$ cat src/rtl/btn_pkg.sv
// Shared types and helpers for the button event front end.
package btn_pkg;

    typedef enum logic {IDLE, OFFER} arb_state_t;

    localparam int SYNC_STAGES = 2;
    localparam int MAX_BUTTONS = 16;

    // First set bit strictly after ptr, wrapping at n-1 -> 0; ptr itself is checked last.
    function automatic logic [3:0] next_rr_index(
        input logic [MAX_BUTTONS-1:0] pend,
        input logic [3:0]             ptr,
        input int unsigned            n
    );
        logic [3:0]             pick;
        logic                   found;
        logic [4:0]             cand;
        logic [MAX_BUTTONS-1:0] shifted;
        pick  = ptr;
        found = 1'b0;
        for (int unsigned k = 1; k <= MAX_BUTTONS; k++) begin
            cand = {1'b0, ptr} + 5'(k);
            if (cand >= 5'(n)) begin
                cand = cand - 5'(n);
            end
            shifted = pend >> cand;
            if (!found && (k <= n) && shifted[0]) begin
                pick  = cand[3:0];
                found = 1'b1;
            end
        end
        return pick;
    endfunction

endpackage

$ cat src/rtl/btn_debounce_ch.sv
// One button channel: 2-flop synchronizer, debounce counter and change strobe.
// Optional auto-repeat timer when BTN_AUTOREPEAT_EN is defined.
module btn_debounce_ch
    import btn_pkg::*;
#(
    parameter int DEBOUNCE_CYCLES = 4,
    parameter int REPEAT_DELAY    = 1000,
    parameter int REPEAT_PERIOD   = 250
) (
    input  logic i_Clk,
    input  logic i_Rst_n,
    input  logic i_Raw,
    output logic o_Stable,
    output logic o_Change,
    output logic o_Level
);

    localparam int CNT_W = $clog2(DEBOUNCE_CYCLES + 1);

    logic [SYNC_STAGES-1:0] sync_q;
    logic                   sync;
    logic [CNT_W-1:0]       cnt;
    logic                   edge_chg;

    assign sync     = sync_q[SYNC_STAGES-1];
    // Strobe is combinational so the arbiter captures it on the same edge stable flips.
    assign edge_chg = (sync != o_Stable) && (cnt == CNT_W'(DEBOUNCE_CYCLES - 1));

    always_ff @(posedge i_Clk or negedge i_Rst_n) begin
        if (!i_Rst_n) begin
            sync_q   <= '0;
            cnt      <= '0;
            o_Stable <= 1'b0;
        end else begin
            sync_q <= {sync_q[SYNC_STAGES-2:0], i_Raw};
            if (sync == o_Stable) begin
                cnt <= '0;
            end else if (edge_chg) begin
                o_Stable <= sync;
                cnt      <= '0;
            end else begin
                cnt <= cnt + CNT_W'(1);
            end
        end
    end

`ifdef BTN_AUTOREPEAT_EN
    localparam int RPT_MAX = (REPEAT_DELAY > REPEAT_PERIOD) ? REPEAT_DELAY : REPEAT_PERIOD;
    localparam int RPT_W   = $clog2(RPT_MAX + 1);

    logic [RPT_W-1:0] rpt_cnt;
    logic [RPT_W-1:0] rpt_limit;
    logic             rpt_first;
    logic             rpt_fire;

    assign rpt_limit = rpt_first ? RPT_W'(REPEAT_DELAY - 1) : RPT_W'(REPEAT_PERIOD - 1);
    assign rpt_fire  = o_Stable && (rpt_cnt == rpt_limit);

    always_ff @(posedge i_Clk or negedge i_Rst_n) begin
        if (!i_Rst_n) begin
            rpt_cnt   <= '0;
            rpt_first <= 1'b1;
        end else if (!o_Stable) begin
            rpt_cnt   <= '0;
            rpt_first <= 1'b1;
        end else if (rpt_fire) begin
            rpt_cnt   <= '0;
            rpt_first <= 1'b0;
        end else begin
            rpt_cnt <= rpt_cnt + RPT_W'(1);
        end
    end

    // A release landing on a repeat tick reports the release.
    assign o_Change = edge_chg | rpt_fire;
    assign o_Level  = edge_chg ? sync : 1'b1;
`else
    assign o_Change = edge_chg;
    assign o_Level  = sync;
`endif

endmodule

$ cat src/rtl/button_event_arbiter.sv
// Debounced button front end with one pending event per button and round-robin valid/ready output.
// Auto-repeat events are generated when BTN_AUTOREPEAT_EN is defined.
module button_event_arbiter
    import btn_pkg::*;
#(
    parameter int NUM_BUTTONS     = 4,
    parameter int DEBOUNCE_CYCLES = 4,
    parameter int REPEAT_DELAY    = 1000,
    parameter int REPEAT_PERIOD   = 250,
    parameter int IDX_W           = $clog2(NUM_BUTTONS)
) (
    input  logic                   i_Clk,
    input  logic                   i_Rst_n,
    input  logic [NUM_BUTTONS-1:0] i_Buttons,
    output logic [NUM_BUTTONS-1:0] o_Stable,
    output logic                   o_Event_Valid,
    input  logic                   i_Event_Ready,
    output logic [IDX_W-1:0]       o_Event_Idx,
    output logic                   o_Event_Press,
    output logic                   o_Overflow
);

    arb_state_t             state;
    logic [NUM_BUTTONS-1:0] change;
    logic [NUM_BUTTONS-1:0] level;
    logic [NUM_BUTTONS-1:0] pend;
    logic [NUM_BUTTONS-1:0] ptype;
    logic [NUM_BUTTONS-1:0] pend_next;
    logic [NUM_BUTTONS-1:0] ptype_next;
    logic [NUM_BUTTONS-1:0] grant_mask;
    logic [IDX_W-1:0]       rr_ptr;
    logic [IDX_W-1:0]       grant_idx;
    logic                   grant_en;
    logic                   ovf_hit;

    for (genvar g = 0; g < NUM_BUTTONS; g++) begin : g_ch
        btn_debounce_ch #(
            .DEBOUNCE_CYCLES (DEBOUNCE_CYCLES),
            .REPEAT_DELAY    (REPEAT_DELAY),
            .REPEAT_PERIOD   (REPEAT_PERIOD)
        ) u_ch (
            .i_Clk    (i_Clk),
            .i_Rst_n  (i_Rst_n),
            .i_Raw    (i_Buttons[g]),
            .o_Stable (o_Stable[g]),
            .o_Change (change[g]),
            .o_Level  (level[g])
        );
    end

    // A new change on the granted index wins over the grant's clear.
    always_comb begin
        grant_idx  = IDX_W'(next_rr_index(MAX_BUTTONS'(pend), 4'(rr_ptr), NUM_BUTTONS));
        grant_en   = (state == IDLE) && (|pend);
        grant_mask = grant_en ? (NUM_BUTTONS'(1) << grant_idx) : '0;
        pend_next  = (pend & ~grant_mask) | change;
        ovf_hit    = |(pend & ~grant_mask & change);
        ptype_next = ptype;
        for (int unsigned i = 0; i < NUM_BUTTONS; i++) begin
            if (change[i]) begin
                ptype_next[i] = level[i];
            end
        end
    end

    always_ff @(posedge i_Clk or negedge i_Rst_n) begin
        if (!i_Rst_n) begin
            state         <= IDLE;
            pend          <= '0;
            ptype         <= '0;
            rr_ptr        <= '0;
            o_Event_Valid <= 1'b0;
            o_Event_Idx   <= '0;
            o_Event_Press <= 1'b0;
            o_Overflow    <= 1'b0;
        end else begin
            pend  <= pend_next;
            ptype <= ptype_next;
            if (ovf_hit) begin
                o_Overflow <= 1'b1;
            end
            case (state)
                IDLE: begin
                    if (grant_en) begin
                        o_Event_Idx   <= grant_idx;
                        o_Event_Press <= ptype[grant_idx];
                        rr_ptr        <= grant_idx;
                        o_Event_Valid <= 1'b1;
                        state         <= OFFER;
                    end
                end
                OFFER: begin
                    if (i_Event_Ready) begin
                        o_Event_Valid <= 1'b0;
                        state         <= IDLE;
                    end
                end
                default: state <= IDLE;
            endcase
        end
    end

endmodule

$ cat config.mk
export PLATFORM = sky130hd
export DESIGN_NAME = button_event_arbiter
export DESIGN_NICKNAME = d
export VERILOG_FILES = /design/src/rtl/btn_pkg.sv /design/src/rtl/btn_debounce_ch.sv /design/src/rtl/button_event_arbiter.sv
export SDC_FILE = /design/constraint.sdc
export NUM_CORES = 1
export LEC_CHECK = 0
export ABC_AREA = 1
export CAP_MARGIN = 20
export CORE_UTILIZATION = 50
export DETAILED_ROUTE_END_ITERATION = 8
export GPL_ROUTABILITY_DRIVEN = 0
export GPL_TIMING_DRIVEN = 0
export PLACE_DENSITY = 0.71
export SETUP_SLACK_MARGIN = 0.5
export SLEW_MARGIN = 20
export SYNTH_ARGS = -nofsm -noshare
export SYNTH_HDL_FRONTEND = slang
export SYNTH_SLANG_ARGS = --single-unit
$ cat constraint.sdc
create_clock -name i_Clk -period 2.6 [get_ports i_Clk]
set_input_delay 0.78 -clock i_Clk [delete_from_list [all_inputs] [get_ports i_Clk]]
set_output_delay 0.78 -clock i_Clk [all_outputs]
set_load 0.005 [all_outputs]
# Word level (Yosys, flattened, before mapping)
# Cells that the tools add are included.
word_totals:
  regBits: 38
  input_bits: 7
  output_inout_bits: 9
  word_cells: 114
op_classes:
  addsub: 12
  n_lt_le_gt_ge: 5
  eq_ne: 14
  shift: 5
  mux: 28
  bitwise_logic: 9
  n_reduce_logical: 19
ops:
  columns: ["cell", "count"]
  rows:
  - ["3-bit 2-to-1 mux", 8]
  - ["5-bit 2-to-1 mux", 4]
  - ["4-bit by 5-bit >> shifter with 1-bit output", 4]
  - ["3-bit by 1-bit adder with 3-bit output, second input constant", 4]
  - ["3-bit by 2-bit == test with 1-bit output, second input constant", 4]
  - ["2-bit AND reduction", 6]
  - ["3-bit by 3-bit subtractor with 4-bit output, second input constant", 3]
  - ["3-bit greater-or-equal comparator, second input constant", 3]
  - ["4-bit AND", 2]
  - ["1-bit logical AND", 8]
  - ["1-bit 2-to-1 mux", 8]
  - ["2-bit 2-to-1 mux", 4]
  - ["4-bit OR reduction", 2]
  - ["2-bit by 2-bit adder with 3-bit output, second input constant", 2]
  - ["1-bit NOT", 5]
  - ["4-bit by 3-bit subtractor with 5-bit output, second input constant", 1]
  - ["2-bit by 3-bit adder with 4-bit output, second input constant", 1]
  - ["1-bit == test", 4]
  - ["4-bit by 3-bit greater-or-equal comparator with 1-bit output, second input constant", 1]
  - ["4-bit 2-to-1 mux", 1]
  - ["1-bit inequality test", 4]
  - ["2-bit inequality test, second input constant", 2]
  - ["4-bit NOT", 1]
  - ["4-bit OR", 1]
  - ["6 further kinds", 9]

# Longest topological paths before layout
depth:
  ltp_word: 20
  mapped_depth: 17
  ltp_nobuf: 16

# By module
# A second synthesis with hierarchy kept.
hier_totals:
  cells_unflattened: 229
  hier_area_um2: 1939.4
by_module_without_submodules:
  columns: ["mod", "n_inst", "cells_per_inst", "area_each_um2", "seq_area_each_um2"]
  rows:
  - ["btn_debounce_ch", 4, 26, 242.7, 150.1]
  - ["button_event_arbiter", 1, 125, 968.4, 350.3]

# Worst setup path before layout
# Ideal clock, no wire load.
synth_path:
  path_kind: "register -> register"
  startpoint: "register rr_ptr[0]"
  endpoint: "register o_Overflow"
  setup_time_ns: 0.117
  t_arrival_ns: 1.877
  t_required_ns: 2.483
  slack_ns: 0.606
  stages_incl_launch_ff: 18
  n_path_buf: 1
  period_less_slack_ns: 1.994
  path_cell_list: "dfrtp_1 buf_6 inv_6 ha_1 inv_1 nand3_2 inv_1 nor2_4 nand2_2 nand2_1 nand2_1 nand2_2 nor2_4 nand2_2 nand3_2 nand2_1 nor2_2 nand2_1"
synth_via:
  elab_chain_cells: 20
  elab_cells_between_ends: 39
  cone_classes: "add/sub (8); order compare (4); shift (5); mux (12); bitwise (3); reduce/logical (7)"
synth_lines:
  columns: ["element", "line_no", "text"]
  rows:
  - ["from (decl)", "button_event_arbiter.sv:31", "logic [IDX_W-1:0] rr_ptr;"]
  - ["from (signal assigned)", "button_event_arbiter.sv:87", "rr_ptr <= grant_idx;"]
  - ["2-bit by 1-bit adder with 3-bit output", "btn_pkg.sv:22", "cand = {1'b0, ptr} + 5'(k);"]
  - ["3-bit by 3-bit subtractor with 4-bit output or 3-bit greater-or-equal comparator (tied branches)", "btn_pkg.sv:24, btn_pkg.sv:23", null]
  - ["5-bit 2-to-1 mux", "btn_pkg.sv:23", "if (cand >= 5'(n)) begin"]
  - ["4-bit by 5-bit >> shifter with 1-bit output", "btn_pkg.sv:26", "shifted = pend >> cand;"]
  - ["1-bit 2-to-1 mux", "btn_pkg.sv:27", "if (!found && (k <= n) && shifted[0]) begin"]
  - ["1-bit logical NOT", "btn_pkg.sv:27", null]
  - ["1-bit logical AND", "btn_pkg.sv:27", null]
  - ["1-bit 2-to-1 mux", "btn_pkg.sv:27", null]
  - ["(+3 left out)", null, null]
  - ["1-bit logical NOT", "btn_pkg.sv:27", null]
  - ["1-bit logical AND", "btn_pkg.sv:27", null]
  - ["2-bit 2-to-1 mux *", "btn_pkg.sv:27", null]
  - ["1-bit by 2-bit left shift with 4-bit output *", "button_event_arbiter.sv:55", "grant_mask = grant_en ? (NUM_BUTTONS'(1) << grant_idx) : '0;"]
  - ["4-bit 2-to-1 mux *", "button_event_arbiter.sv:55", null]
  - ["4-bit NOT *", "button_event_arbiter.sv:57", "ovf_hit = |(pend & ~grant_mask & change);"]
  - ["4-bit AND * (2 in a row)", "button_event_arbiter.sv:57", null]
  - ["4-bit OR reduction *", "button_event_arbiter.sv:57", null]
  - ["to (signal assigned)", "button_event_arbiter.sv:75", "o_Overflow <= 1'b0;"]
  - ["to (signal assigned)", "button_event_arbiter.sv:80", "o_Overflow <= 1'b1;"]
  - ["to (decl)", "button_event_arbiter.sv:20", "output logic o_Overflow"]
# Every way passes the cells marked *; elsewhere a longest branch is shown, timed or not.
# A chain may end at the register's enable or synchronous reset.

==> run summary <==
Crit-path slowest cell - dfrtp_1
CTS Buf Count - 5
Post-Syn Instances - 194
DRC - 0
most common cell after layout, fill and taps aside - nand2_1
switch share - 0.447
TritonCTS clock tree - done
Hold Path Class - register to register
Worst Tran Pin Value - 0.733 ns
Leak - 1.13 nW
Max Freq - 0.494 GHz
# setup viols final - 0
final hold vios - 0
setup slack after layout - 0.577 ns
syn_area_per_cell - 8.86 µm²
first-pass GRT wire length - 5.33 mm
Overall Global Routing Usage - 0.205
drt wl/cell - 11.2 µm
clock latency on the worst-skew pair - 0.34 ns
multi-input logic area - 716 µm²
Slew headroom - 0.511
Yosys warning count - 0
hold_buf cts - 0
synthesized area - 0.00172 mm²
Die Span Y - 60.6 µm
Ant. Diodes - 0
remaining global-route overflow - 0
H-tree depth - 2
Cell Rows - 20
Die X-Extent - 60.6 µm
CTS Sinks - 34
status - completed
Clock Path Buffers - 2
Antenna Violating Nets Remaining - 0
Clock power frac - 0.123
max incr delay on CP - 0.41 ns
Sequential Power Share - 0.283
clock transition at the registers of the reported paths - 0.09 ns
Critical Path RT - 1.82 ns
Port Buffers - 15
initial antenna violation count - 0
Critical Path End Type - primary output
Reg area - 852 µm²
vias in the first global route - 1298
number of max-cap violations - 0
core area - 0.00315 mm²
RSZ-0062 raised after global routing - yes
PD cells - 1380 mW/mm²
min cycle time layout - 2.02 ns
share of layout cells above drive strength 1 - 0.227
Routed WL - 3.02 mm
worst clock skew - 0.00766 ns
IO Pins - 16
CP delay by family, top - buffers and inverters
library cells used by synthesis - 25
hpwl dp - 2.24 mm
combinational power share - 0.594
vias per inst - 4.87
die area - 0.00367 mm²
Cell Chain, Critical Path - buf_4 -> buf_6 -> dlygate4sd2_1
internal power - 0.00159 W
starting density of the core - 0.545
Net count, final - 240
Setup CP Type - register to primary output
Filler Cells Inserted - 283
Yosys reg bits - 34
switching power - 0.00128 W
initial DRC count - 51
Area growth syn-to-layout - 21.5%
syn nets - 210
register area share after synthesis - 0.495
routed vias - 1311
Worst Path Arrival - 1.24 ns
Worst Setup Start Kind - register
sum of negative setup slack - 0 ns
Max VDD drop - 0.627 mV
Root Driver - clkbuf_4
pre-CTS WS - 0.354 ns
CP max FO - 2
most frequent cells in the layout - nand2_1, dfrtp_1, inv_1
largest net degree at the start of global routing - 35
Final Max Slew Viols - 0
Pre-antenna DRT Iters - 4
Period Utilization, post-route - 0.778
Buf/Inv on CP - 3
==> state kept, by name, summed over array words and instances (netlist names) <==
signal              flops
o_Event_Valid           1
o_Event_Press           1
pend                    4
rr_ptr                  2
g_ch.u_ch.sync_q        8
g_ch.u_ch.cnt          12
ptype                   2
o_Overflow              1
g_ch.u_ch.o_Stable      2
state                   1
==> what timing repair did <==
action,4_1_cts,5_1_grt
pin swaps,0,4
gates resized for setup,6,8
setup endpoints to repair,11,10
buffers inserted,6,2
==> worst paths after layout <==
check                                  startpoint                endpoint  slack, ns  depth (start not counted)
min in group asynchronous                 i_Rst_n  g_ch[0].u_ch.sync_q[0]       0.49                          1
max in group asynchronous                 i_Rst_n               rr_ptr[1]       1.59                          1
hold reg to reg            g_ch[1].u_ch.sync_q[0]  g_ch[1].u_ch.sync_q[1]       0.36                          0
hold / removal             g_ch[1].u_ch.sync_q[0]  g_ch[1].u_ch.sync_q[1]       0.36                          0
setup / recovery                        rr_ptr[0]          o_Event_Idx[0]       0.58                          3
setup reg to reg                        rr_ptr[0]              o_Overflow       0.63                         16
==> power groups by stage <==
stage               sequential [W]  clock [W]  combinational (W)
floorplan                 0.000810          0            0.00119
global placement          0.000833          0            0.00149
detailed placement        0.000841          0            0.00155
CTS                       0.000813   0.000367            0.00165
global route              0.000834   0.000386            0.00193
finish                    0.000813   0.000352            0.00171
==> per-layer routing <==
| metal | track usage | vias up | part of all wire |
|---|---|---|---|
| met1 | 0.233 | 612 | 0.42 |
| met3 | 0.0618 | 10 | 0.041 |
| met5 | 0 | - | 0 |
| met2 | 0.342 | 27 | 0.51 |
| met4 | 0.120 | 0 | 0.031 |
| li1 | - | 662 | - |
==> synth_stat cells <==
cell,number,area (µm²)
a21oi_1,2,10.0
a21oi_2,1,8.76
buf_4,4,30.0
buf_6,1,11.3
dfrtp_1,34,851
ha_1,9,113
inv_1,26,97.6
inv_2,5,18.8
inv_6,1,8.76
mux2_2,1,11.3
nand2_1,51,191
nand2_2,6,37.5
nand3_1,8,40.0
nand3_2,5,50.1
nand3_4,1,17.5
nand4_1,2,12.5
nor2_1,12,45.0
nor2_2,2,12.5
nor2_4,2,22.5
nor3_1,8,40.0
nor4_1,1,6.26
o211ai_1,2,15.0
o21ai_0,5,25.0
o21bai_1,1,7.51
xor2_1,4,35.0
==> area by class of cell <==
class / instances / area share
multi-input combinational: 123 / 0.343
inverter: 32 / 0.0612
clock buffer: 8 / 0.0378
buffer: 5 / 0.0198
timing repair buffer: 23 / 0.104
tap: 44 / 0.0264
sequential: 34 / 0.408
==> through the flow <==
stage | util | hold WS (ns) | cell area [µm²] | instances | power, W
3_3_place_gp | 0.610 | 0.335 | 1920 | 253 | 0.00233
2_1_floorplan | - | 0.331 | 1720 | 194 | 0.00200
3_5_place_dp | 0.608 | 0.340 | 1920 | 253 | 0.00240
5_1_grt | 0.662 | 0.367 | 2090 | 269 | 0.00315
6_report | 0.662 | 0.361 | 2090 | 269 | 0.00287
4_1_cts | 0.649 | 0.364 | 2050 | 267 | 0.00284
==> cells by family (layout without fill, tap and decap cells) <==
family / count (synthesis) / count (layout) / synth area share
simple gates: 98 / 98 / 0.277
buf+inv: 37 / 68 / 0.0969
fa+ha+maj: 9 / 9 / 0.0656
mux: 1 / 1 / 0.00655
flops: 34 / 34 / 0.495
xor+xnor: 4 / 4 / 0.0204
compound gates: 11 / 11 / 0.0386
No activity file was read; power rests on OpenSTA's default activity.
